--- src/rtl/mult_arbiter.sv ---
// Round-robin front end that shares one signed booth_mult between NREQ requesters.
// Latches the granted operands, fires a one-cycle start pulse and returns the product
// (or a timeout error) to the granted requester as a one-hot one-cycle response.
module mult_arbiter #(
  parameter int unsigned NREQ       = 2,
  parameter int unsigned W          = 12,
  parameter int unsigned TIMEOUT    = 64,
  parameter int unsigned READY_MASK = 2
) (
  input  logic              clk,
  input  logic              rst,
  input  logic [NREQ-1:0]   req_valid,
  input  logic [NREQ*W-1:0] req_a,
  input  logic [NREQ*W-1:0] req_b,
  output logic [NREQ-1:0]   req_ack,
  output logic [NREQ-1:0]   rsp_valid,
  output logic [2*W-1:0]    rsp_prod,
  output logic              rsp_err,
  output logic              busy,
  output logic [W-1:0]      mult_x,
  output logic [W-1:0]      mult_y,
  output logic              mult_start,
  input  logic [2*W-1:0]    mult_prod,
  input  logic              mult_ready
);

  localparam int unsigned PtrW = (NREQ > 1) ? $clog2(NREQ) : 1;
  localparam int unsigned CntW = $clog2(TIMEOUT + 1);

  typedef enum logic [1:0] {
    StIdle,
    StIssue,
    StBusy
  } state_e;

  state_e            state_q, state_d;
  logic [PtrW-1:0]   rr_ptr_q, rr_ptr_d;
  logic [PtrW-1:0]   grant_q, grant_d;
  logic [CntW-1:0]   cnt_q, cnt_d;
  logic [W-1:0]      x_q, x_d;
  logic [W-1:0]      y_q, y_d;
  logic [NREQ-1:0]   rsp_valid_q, rsp_valid_d;
  logic [2*W-1:0]    rsp_prod_q, rsp_prod_d;
  logic              rsp_err_q, rsp_err_d;

  logic              arb_found;
  logic [PtrW-1:0]   arb_idx;
  logic [31:0]       cand;
  logic [NREQ-1:0]   grant_oh;
  logic [PtrW-1:0]   rr_next;
  logic [CntW-1:0]   elapsed;

  assign grant_oh = {{(NREQ-1){1'b0}}, 1'b1} << grant_q;
  assign rr_next  = (grant_q == PtrW'(NREQ - 1)) ? '0 : grant_q + 1'b1;
  // Cycles since the start pulse; the first BUSY cycle is 1.
  assign elapsed  = cnt_q + CntW'(1);

  // Round-robin pick: first pending requester at or above rr_ptr, wrapping.
  always_comb begin
    arb_found = 1'b0;
    arb_idx   = '0;
    cand      = '0;
    for (int unsigned i = 0; i < NREQ; i++) begin
      cand = (32'(rr_ptr_q) + i) % NREQ;
      if (!arb_found && req_valid[cand]) begin
        arb_found = 1'b1;
        arb_idx   = cand[PtrW-1:0];
      end
    end
  end

  // Next-state logic for the grant / issue / wait sequence.
  always_comb begin
    state_d     = state_q;
    rr_ptr_d    = rr_ptr_q;
    grant_d     = grant_q;
    cnt_d       = cnt_q;
    x_d         = x_q;
    y_d         = y_q;
    rsp_valid_d = '0;
    rsp_prod_d  = rsp_prod_q;
    rsp_err_d   = rsp_err_q;

    unique case (state_q)
      StIdle: begin
        // No grant in the response cycle, so the next start is two cycles after it.
        if (arb_found && (rsp_valid_q == '0)) begin
          grant_d = arb_idx;
          x_d     = req_a[arb_idx*W +: W];
          y_d     = req_b[arb_idx*W +: W];
          state_d = StIssue;
        end
      end
      StIssue: begin
        cnt_d   = '0;
        state_d = StBusy;
      end
      StBusy: begin
        cnt_d = elapsed;
        // Ready is masked for the first READY_MASK cycles to skip a stale level.
        if (mult_ready && (elapsed > CntW'(READY_MASK))) begin
          rsp_prod_d  = mult_prod;
          rsp_err_d   = 1'b0;
          rsp_valid_d = grant_oh;
          rr_ptr_d    = rr_next;
          state_d     = StIdle;
        end else if (elapsed >= CntW'(TIMEOUT - 1)) begin
          rsp_prod_d  = '0;
          rsp_err_d   = 1'b1;
          rsp_valid_d = grant_oh;
          rr_ptr_d    = rr_next;
          state_d     = StIdle;
        end
      end
      default: state_d = StIdle;
    endcase
  end

  // State registers with synchronous active-high reset.
  always_ff @(posedge clk) begin
    if (rst) begin
      state_q     <= StIdle;
      rr_ptr_q    <= '0;
      grant_q     <= '0;
      cnt_q       <= '0;
      x_q         <= '0;
      y_q         <= '0;
      rsp_valid_q <= '0;
      rsp_prod_q  <= '0;
      rsp_err_q   <= 1'b0;
    end else begin
      state_q     <= state_d;
      rr_ptr_q    <= rr_ptr_d;
      grant_q     <= grant_d;
      cnt_q       <= cnt_d;
      x_q         <= x_d;
      y_q         <= y_d;
      rsp_valid_q <= rsp_valid_d;
      rsp_prod_q  <= rsp_prod_d;
      rsp_err_q   <= rsp_err_d;
    end
  end

  // Outputs decoded from registered state; ISSUE lasts exactly one cycle.
  always_comb begin
    mult_start = (state_q == StIssue);
    req_ack    = (state_q == StIssue) ? grant_oh : '0;
    busy       = (state_q != StIdle);
    mult_x     = x_q;
    mult_y     = y_q;
    rsp_valid  = rsp_valid_q;
    rsp_prod   = rsp_prod_q;
    rsp_err    = rsp_err_q;
  end

endmodule

--- config.mk ---
export PLATFORM = sky130hd
export DESIGN_NAME = mult_arbiter
export DESIGN_NICKNAME = d
export VERILOG_FILES = /design/src/rtl/mult_arbiter.sv
export SDC_FILE = /design/constraint.sdc
export NUM_CORES = 1
export LEC_CHECK = 0
export BUFFER_PORTS_ARGS = -buffer_cell sky130_fd_sc_hd__buf_2
export CAP_MARGIN = 20
export CORE_MARGIN = 1
export CORE_UTILIZATION = 42
export CTS_CLUSTER_SIZE = 12
export DETAILED_ROUTE_END_ITERATION = 8
export PLACE_DENSITY = 0.87
export SYNTH_ARGS = -nofsm -noshare
export SYNTH_HDL_FRONTEND = slang
export SYNTH_SLANG_ARGS = --single-unit
--- constraint.sdc ---
create_clock -name clk -period 2.2 [get_ports clk]
set_input_delay 0 -clock clk [delete_from_list [all_inputs] [get_ports clk]]
set_output_delay 0 -clock clk [all_outputs]
set_load 0.01 [all_outputs]
==> results of run 1 <==
## synth_stat cells, types with 4 or more instances
master    instances
nand3_1           5
a22o_1           24
dfxtp_1          62
buf_6             5
nand2_1           9
a21oi_1          11
nor3_1            4
ha_1              6
buf_2             5
a211oi_1         24
o21ai_0           5
clkbuf_1         10
nor2_1           32
inv_1             7
mux2i_1          24
nand2b_1          6
## what timing repair did
item	4_1_cts	5_1_grt
setup endpoints to repair	26	27
endpoints found under the hold margin	37	0
hold buffers	43	0
cloned	1	1
buffers inserted	5	7
resized for setup	5	15
pin swaps	1	4
## final cells by class
cell class                 instances  area [sq um]  area share (%)
multi-input combinational        191          1460            33.8
inverter                           7          26.3           0.608
clock inverter                     6          37.5           0.868
timing repair buffer             200          1320            30.6
clock buffer                      10           128            2.95
tap                               77          96.3            2.23
sequential                        62          1250            28.9
## per-stage QoR
stage               hold slack [ps]  setup slack, ps  power [mW]  area, sq um
floorplan                       133            -30.5        1.65         2820
global placement                215             44.3        1.86         3550
detailed placement              222            -36.9        1.88         3550
CTS                           0.785            -38.6        2.81         4240
global route                   6.27             -164        2.96         4320
finish                        0.963            -91.5        2.83         4320
## registers in the layout, indices dropped and copies added (netlist names)
name	count
rsp_prod	24
mult_x	12
mult_y	12
cnt_q	7
rsp_valid	2
state_q	2
grant_q	1
rr_ptr_q	1
rsp_err	1
## logic make-up (layout without fill, tap and decap cells)
family / Yosys count / count (layout) / synth area share (%)
adder cells (fa/ha/maj): 6 / 6 / 2.71
buffers and inverters: 29 / 223 / 5.50
AND/OR/NAND/NOR: 78 / 78 / 14.7
AO/OA/AOI/OAI: 82 / 82 / 23.4
flip-flops: 62 / 62 / 44.7
multiplexers: 25 / 25 / 9.06
## routing by layer
metal	wire length, um	GRT usage (%)
met1	3440	27.1
met2	4590	46.1
met3	613	6.86
met4	242	11.4
met5	0	0
## where the power goes
part / internal, mW / switching [mW]
Combinational: 0.328 / 0.371
Sequential: 1.21 / 0.0521
Clock: 0.406 / 0.455
Total: 1.95 / 0.879
## path summary, 6_finish.rpt
path | start | to | slack (ps) | cells after the start
max | cnt_q[1] | state_q[0] | -90 | 6
min | req_b[20] | mult_y[8] | 1 | 3
max reg2reg | cnt_q[1] | state_q[0] | -90 | 6
min reg2reg | rsp_prod[21] | rsp_prod[21] | 470 | 1
## worst max-delay path: stages (launching register included)
cell and delay, ps:
dfxtp_4 370, ha_4 170, or4_1 390, a31o_1 250, or3_4 390, or3_4 360
a221oi_2 270
==> metrics.md, run 1 <==
| Metric | Value |
|---|---|
| Syn Nets | `365` |
| RSZ-0062 raised after global routing | `yes` |
| Post-detailed-routing wire length | `8890 um` |
| Placer Congestion | `0.886` |
| PwrDens | `654 nW/um^2` |
| Global-route wire length before repair | `13900 um` |
| Failing checks | `negative setup slack` |
| Vias | `3013` |
| Antenna Cells | `0` |
| Critical path class | `register to register` |
| FFs w/ async S/R, synth | `0%` |
| Layout cell share with drive strength beyond 1 | `40.5%` |
| Fmax | `0.436 GHz` |
| Maximum buffer depth of the clock tree | `2` |
| TritonCTS buffer count | `9` |
| WP data required | `2440 ps` |
| Worst setup EP type | `register` |
| Root Driver | `clkbuf_8` |
| CTS tree | `done` |
| Leak pwr | `2.13 nW` |
| Main synth FF type | `dfxtp_1` |
| Hold WC Path Type | `primary input to register` |
| Pin count of the biggest net entering global routing | `49` |
| H-tree lvl count | `3` |
| Wire per inst | `16.1 um` |
| Slew @ Worst Pin | `452 ps` |
| Die area | `6940 sq um` |
| Ports | `132` |
| Clock skew | `15.9 ps` |
| Hold Vio Cnt, Final | `0` |
| Area contributors post-synth | `dfxtp_1 (45%), mux2i_1 (8.7%), a22o_1 (7.6%)` |
| Pins Over Slew Limit | `0` |
| Setup crit start kind | `register` |
| Remaining global-route overflow | `0` |
| Mean post-synth cell area | `9.84 sq um` |
| Max Cap Viol | `0` |
| Cell Rows | `29` |
| Crit path DAT | `2530 ps` |
| Non-Filler Instances | `553` |
| Post-synth EDFFs | `0` |
| Layout area overhead | `55.8%` |
| Post-synthesis cell count | `282` |
| Status | `finished, violations left` |
| Drt pass-1 iters | `4` |
| Starting Density | `43.7%` |
| Critical Path Fanout Max | `5` |
| Hpwl dp | `5010 um` |
| Maximum vdd drop | `0.365 mV` |
| Final setup TNS | `-1050 ps` |
| Worst-skew pair later-pin latency | `340 ps` |
| Top cell type's share of synthesized area | `44.7%` |
| Port buffer count | `131` |
| Commonest cells after routing, fill and taps aside | `buf_2 (132), dfxtp_1 (58), dlygate4sd3_1 (43)` |
| Final core utilization | `68.1%` |
| Die width | `83.3 um` |
| Yosys cell types | `46` |
| Syn Std Cell Area | `2780 sq um` |
| Vias in the first global route | `2950` |
| Max-slew headroom | `69.5%` |
| Leading area contributor after synthesis | `dfxtp_1` |
| Final worst slack | `-91.5 ps` |
| Die height | `83.3 um` |
| Final nets | `554` |
| Iter 0 DRT Violations | `229` |
| Drt via density | `5.45` |
| Synth warn | `0` |
| Routed Antenna Nets | `0` |
| Minimum clock period | `2290 ps` |
| Clock-pin slew on the worst setup and hold paths | `70 ps` |
| Core Area | `6350 sq um` |
| Initial antenna violation count | `0` |
| Tcrit/Tclk final | `104%` |
| Drc violations | `0` |
| Total track usage | `25.3%` |
| Final setup fails | `27` |
| Commonest non-fill, non-tap cell in the layout | `buf_2` |
| Cell Count Post-Placement | `481` |
| Fillers | `456` |
| Clk sink count | `62` |
| Sequential-to-total area share from yosys stat | `44.7%` |
| Seq cells post-synth | `62` |
Power figures use the tool's default switching activity.
==> run 2, diff against run 1 <==
--- a/config.mk
+++ b/config.mk
@@ -11,7 +11,7 @@
 export CORE_UTILIZATION = 42
 export CTS_CLUSTER_SIZE = 12
 export DETAILED_ROUTE_END_ITERATION = 8
-export PLACE_DENSITY = 0.87
+export PLACE_DENSITY_LB_ADDON = 0.08
 export SYNTH_ARGS = -nofsm -noshare
 export SYNTH_HDL_FRONTEND = slang
 export SYNTH_SLANG_ARGS = --single-unit
==> constraint.sdc (replaced) <==
create_clock -name clk -period 2.2 [get_ports clk]
set_input_delay 0 -clock clk [delete_from_list [all_inputs] [get_ports clk]]
set_output_delay 0 -clock clk [all_outputs]
set_load 0.005 [all_outputs]
==> run 2 against run 1 <==
Effect of this change:
- the flow now finishes without violations
- clock skew fell by 8.3 ps
- register-to-register slack improved by 90 ps
- die area did not move
- count of clock-buffer cells in the layout rose by 1
- first-iteration DRC count fell by 47%
- clock power rose by 35%
- non-clock buffer count fell by 17
- setup slack improved by 92 ps
- sequential cell count did not move
- cell count fell by 3.1%
- critical endpoint unchanged
- largest cell class unchanged
==> metrics.md, run 2 (synthesis gave the netlist of run 1 again) <==
| Metric | Value |
|---|---|
| R2r startpoint | `cnt_q[1]` |
| Reg2Reg Depth | `6` |
| Die area | `6940 sq um` |
| Crit path DAT | `2450 ps` |
| Status | `completed` |
| Placer Congestion | `0.868` |
| CTS tree | `done` |
| Iter 0 DRT Violations | `121` |
| Post-detailed-routing wire length | `7360 um` |
| Pins Over Slew Limit | `0` |
| FF-to-FF setup slack | `0.4 ps` |
| Layout area overhead | `51.7%` |
| Final Cell Area | `4210 sq um` |
| Leak pwr | `2.07 nW` |
| Critical path class | `register to register` |
| Commonest cells after routing, fill and taps aside | `buf_2 (131), dfxtp_1 (58), dlygate4sd3_1 (32)` |
| Max Cap Viol | `0` |
| Final worst slack | `0.377 ps` |
| H-tree lvl count | `3` |
| Hold WC Path Type | `primary input to register` |
| Clk sink count | `62` |
| Tcrit/Tclk final | `100%` |
| PwrDens | `724 nW/um^2` |
| Switching Share | `26.6%` |
| Worst setup EP type | `register` |
| Total track usage | `22.1%` |
| Critical Path Fanout Max | `7` |
| Post-DP Area | `3590 sq um` |
| Maximum buffer depth of the clock tree | `2` |
| Hold Vio Cnt, Final | `0` |
| Hold path depth | `3` |
| Pre-CTS setup slack | `13.9 ps` |
| Routed Antenna Nets | `0` |
| Slew @ Worst Pin | `602 ps` |
| Setup crit start kind | `register` |
| Clock skew | `7.60 ps` |
| Comb pwr share | `20.8%` |
| Drt via density | `5.15` |
| Global-route wire length before repair | `12300 um` |
| Cell Rows | `29` |
| WP data required | `2450 ps` |
| Clock power share | `38.0%` |
| Layout cell share with drive strength beyond 1 | `40.1%` |
| Core Area | `6350 sq um` |
| Pin count of the biggest net entering global routing | `49` |
| Sequential power share | `41.2%` |
| Ports | `132` |
| Drc violations | `0` |
| Drt pass-1 iters | `6` |
| Initial antenna violation count | `0` |
| Worst R2R End | `state_q[0]` |
| HP Start | `req_a[7]` |
| P_int | `2.24 mW` |
| Wire per inst | `13.7 um` |
| Antenna Cells | `0` |
| Die width | `83.3 um` |
| Maximum vdd drop | `0.561 mV` |
| Root Driver | `clkbuf_8` |
| Commonest non-fill, non-tap cell in the layout | `buf_2` |
| Starting Density | `43.7%` |
| Minimum clock period | `2200 ps` |
| Final nets | `537` |
| Fmax | `0.455 GHz` |
| Remaining global-route overflow | `0` |
| Worst-skew pair later-pin latency | `330 ps` |
| Switching Power | `812 uW` |
| Vias in the first global route | `2632` |
| Die height | `83.3 um` |
| Port buffer count | `131` |
| Hpwl dp | `4820 um` |
| TritonCTS buffer count | `9` |
| Vias | `2761` |
| Max-slew headroom | `59.5%` |
| Final setup fails | `0` |
| Max reg flops | `24` |
| WHS Endpoint | `mult_x[7]` |
| Clock-pin slew on the worst setup and hold paths | `70 ps` |
| RSZ-0062 raised after global routing | `yes` |
[run 2: changes by cell type in the layout (fill, tap and decap cells not counted), sizes merged]
| cell | before | now |
|---|---|---|
| buf | 156 | 150 |
| clkinv | 5 | 2 |
| dlygate4sd3 | 43 | 32 |
| clkbuf | 11 | 12 |
| bufinv | 0 | 2 |
[run 2: worst max-delay path by stage]
stage,to,depth (start not counted),start
6_report,state_q[0],6,cnt_q[1]
5_1_grt,rsp_prod[21],8,cnt_q[1]
4_1_cts,state_q[0],6,cnt_q[1]
3_5_place_dp,state_q[0],6,cnt_q[0]
3_3_place_gp,state_q[0],6,cnt_q[0]
2_1_floorplan,state_q[0],7,cnt_q[1]
[run 2: power by group through the flow]
stage	Sequential [mW]	Clock [mW]	Combinational (mW)
2_1_floorplan	1.29	0	0.319
3_3_place_gp	1.28	0	0.571
3_5_place_dp	1.28	0	0.578
4_1_cts	1.26	1.18	0.626
5_1_grt	1.27	1.23	0.710
6_report	1.26	1.16	0.634
[run 2: area by class of cell]
cell class / count / area [sq um]
Multi-Input combinational cell: 191 / 1420
Clock buffer: 11 / 153
Fill cell: 551 / 2140
Tap cell: 77 / 96.3
Inverter: 7 / 26.3
Sequential cell: 62 / 1250
Clock inverter: 5 / 78.8
Timing Repair Buffer: 183 / 1180
[run 2: critical path, cell delays in order, from the launching register on]
cell	delay, ps
dfxtp_4	370
ha_4	180
or4_1	410
a31o_1	200
or3_4	360
or3_4	340
a221oi_2	250
[run 2: per-layer routing]
metal	track usage, %	share of wire (%)	up-vias
li1	-	-	1386
met1	27.4	45	1278
met2	36.3	48	86
met3	5.27	4.5	11
met4	9.87	1.9	0
met5	0	0	-
[run 2: repair_timing]
| item | CTS | global route |
|---|---|---|
| endpoints found under the setup margin | 1 | 27 |
| hold buffers | 32 | 0 |
| cloned | 0 | 1 |
| hold endpoints to repair | 34 | 0 |
| setup buffers | 1 | 2 |
| resized for setup | 1 | 6 |
[run 2: stage by stage]
stage | utilization (%) | instances | hold slack, ps | setup TNS (ps) | total power [mW]
5_1_grt | 66.3 | 536 | 12.3 | -1190 | 3.21
6_report | 66.3 | 536 | 12.8 | 0 | 3.05
3_3_place_gp | 56.6 | 484 | 215 | 0 | 1.85
3_5_place_dp | 56.6 | 484 | 222 | 0 | 1.86
2_1_floorplan | - | 282 | 133 | -30.5 | 1.61
4_1_cts | 65.4 | 533 | 2.08 | -3.25 | 3.06
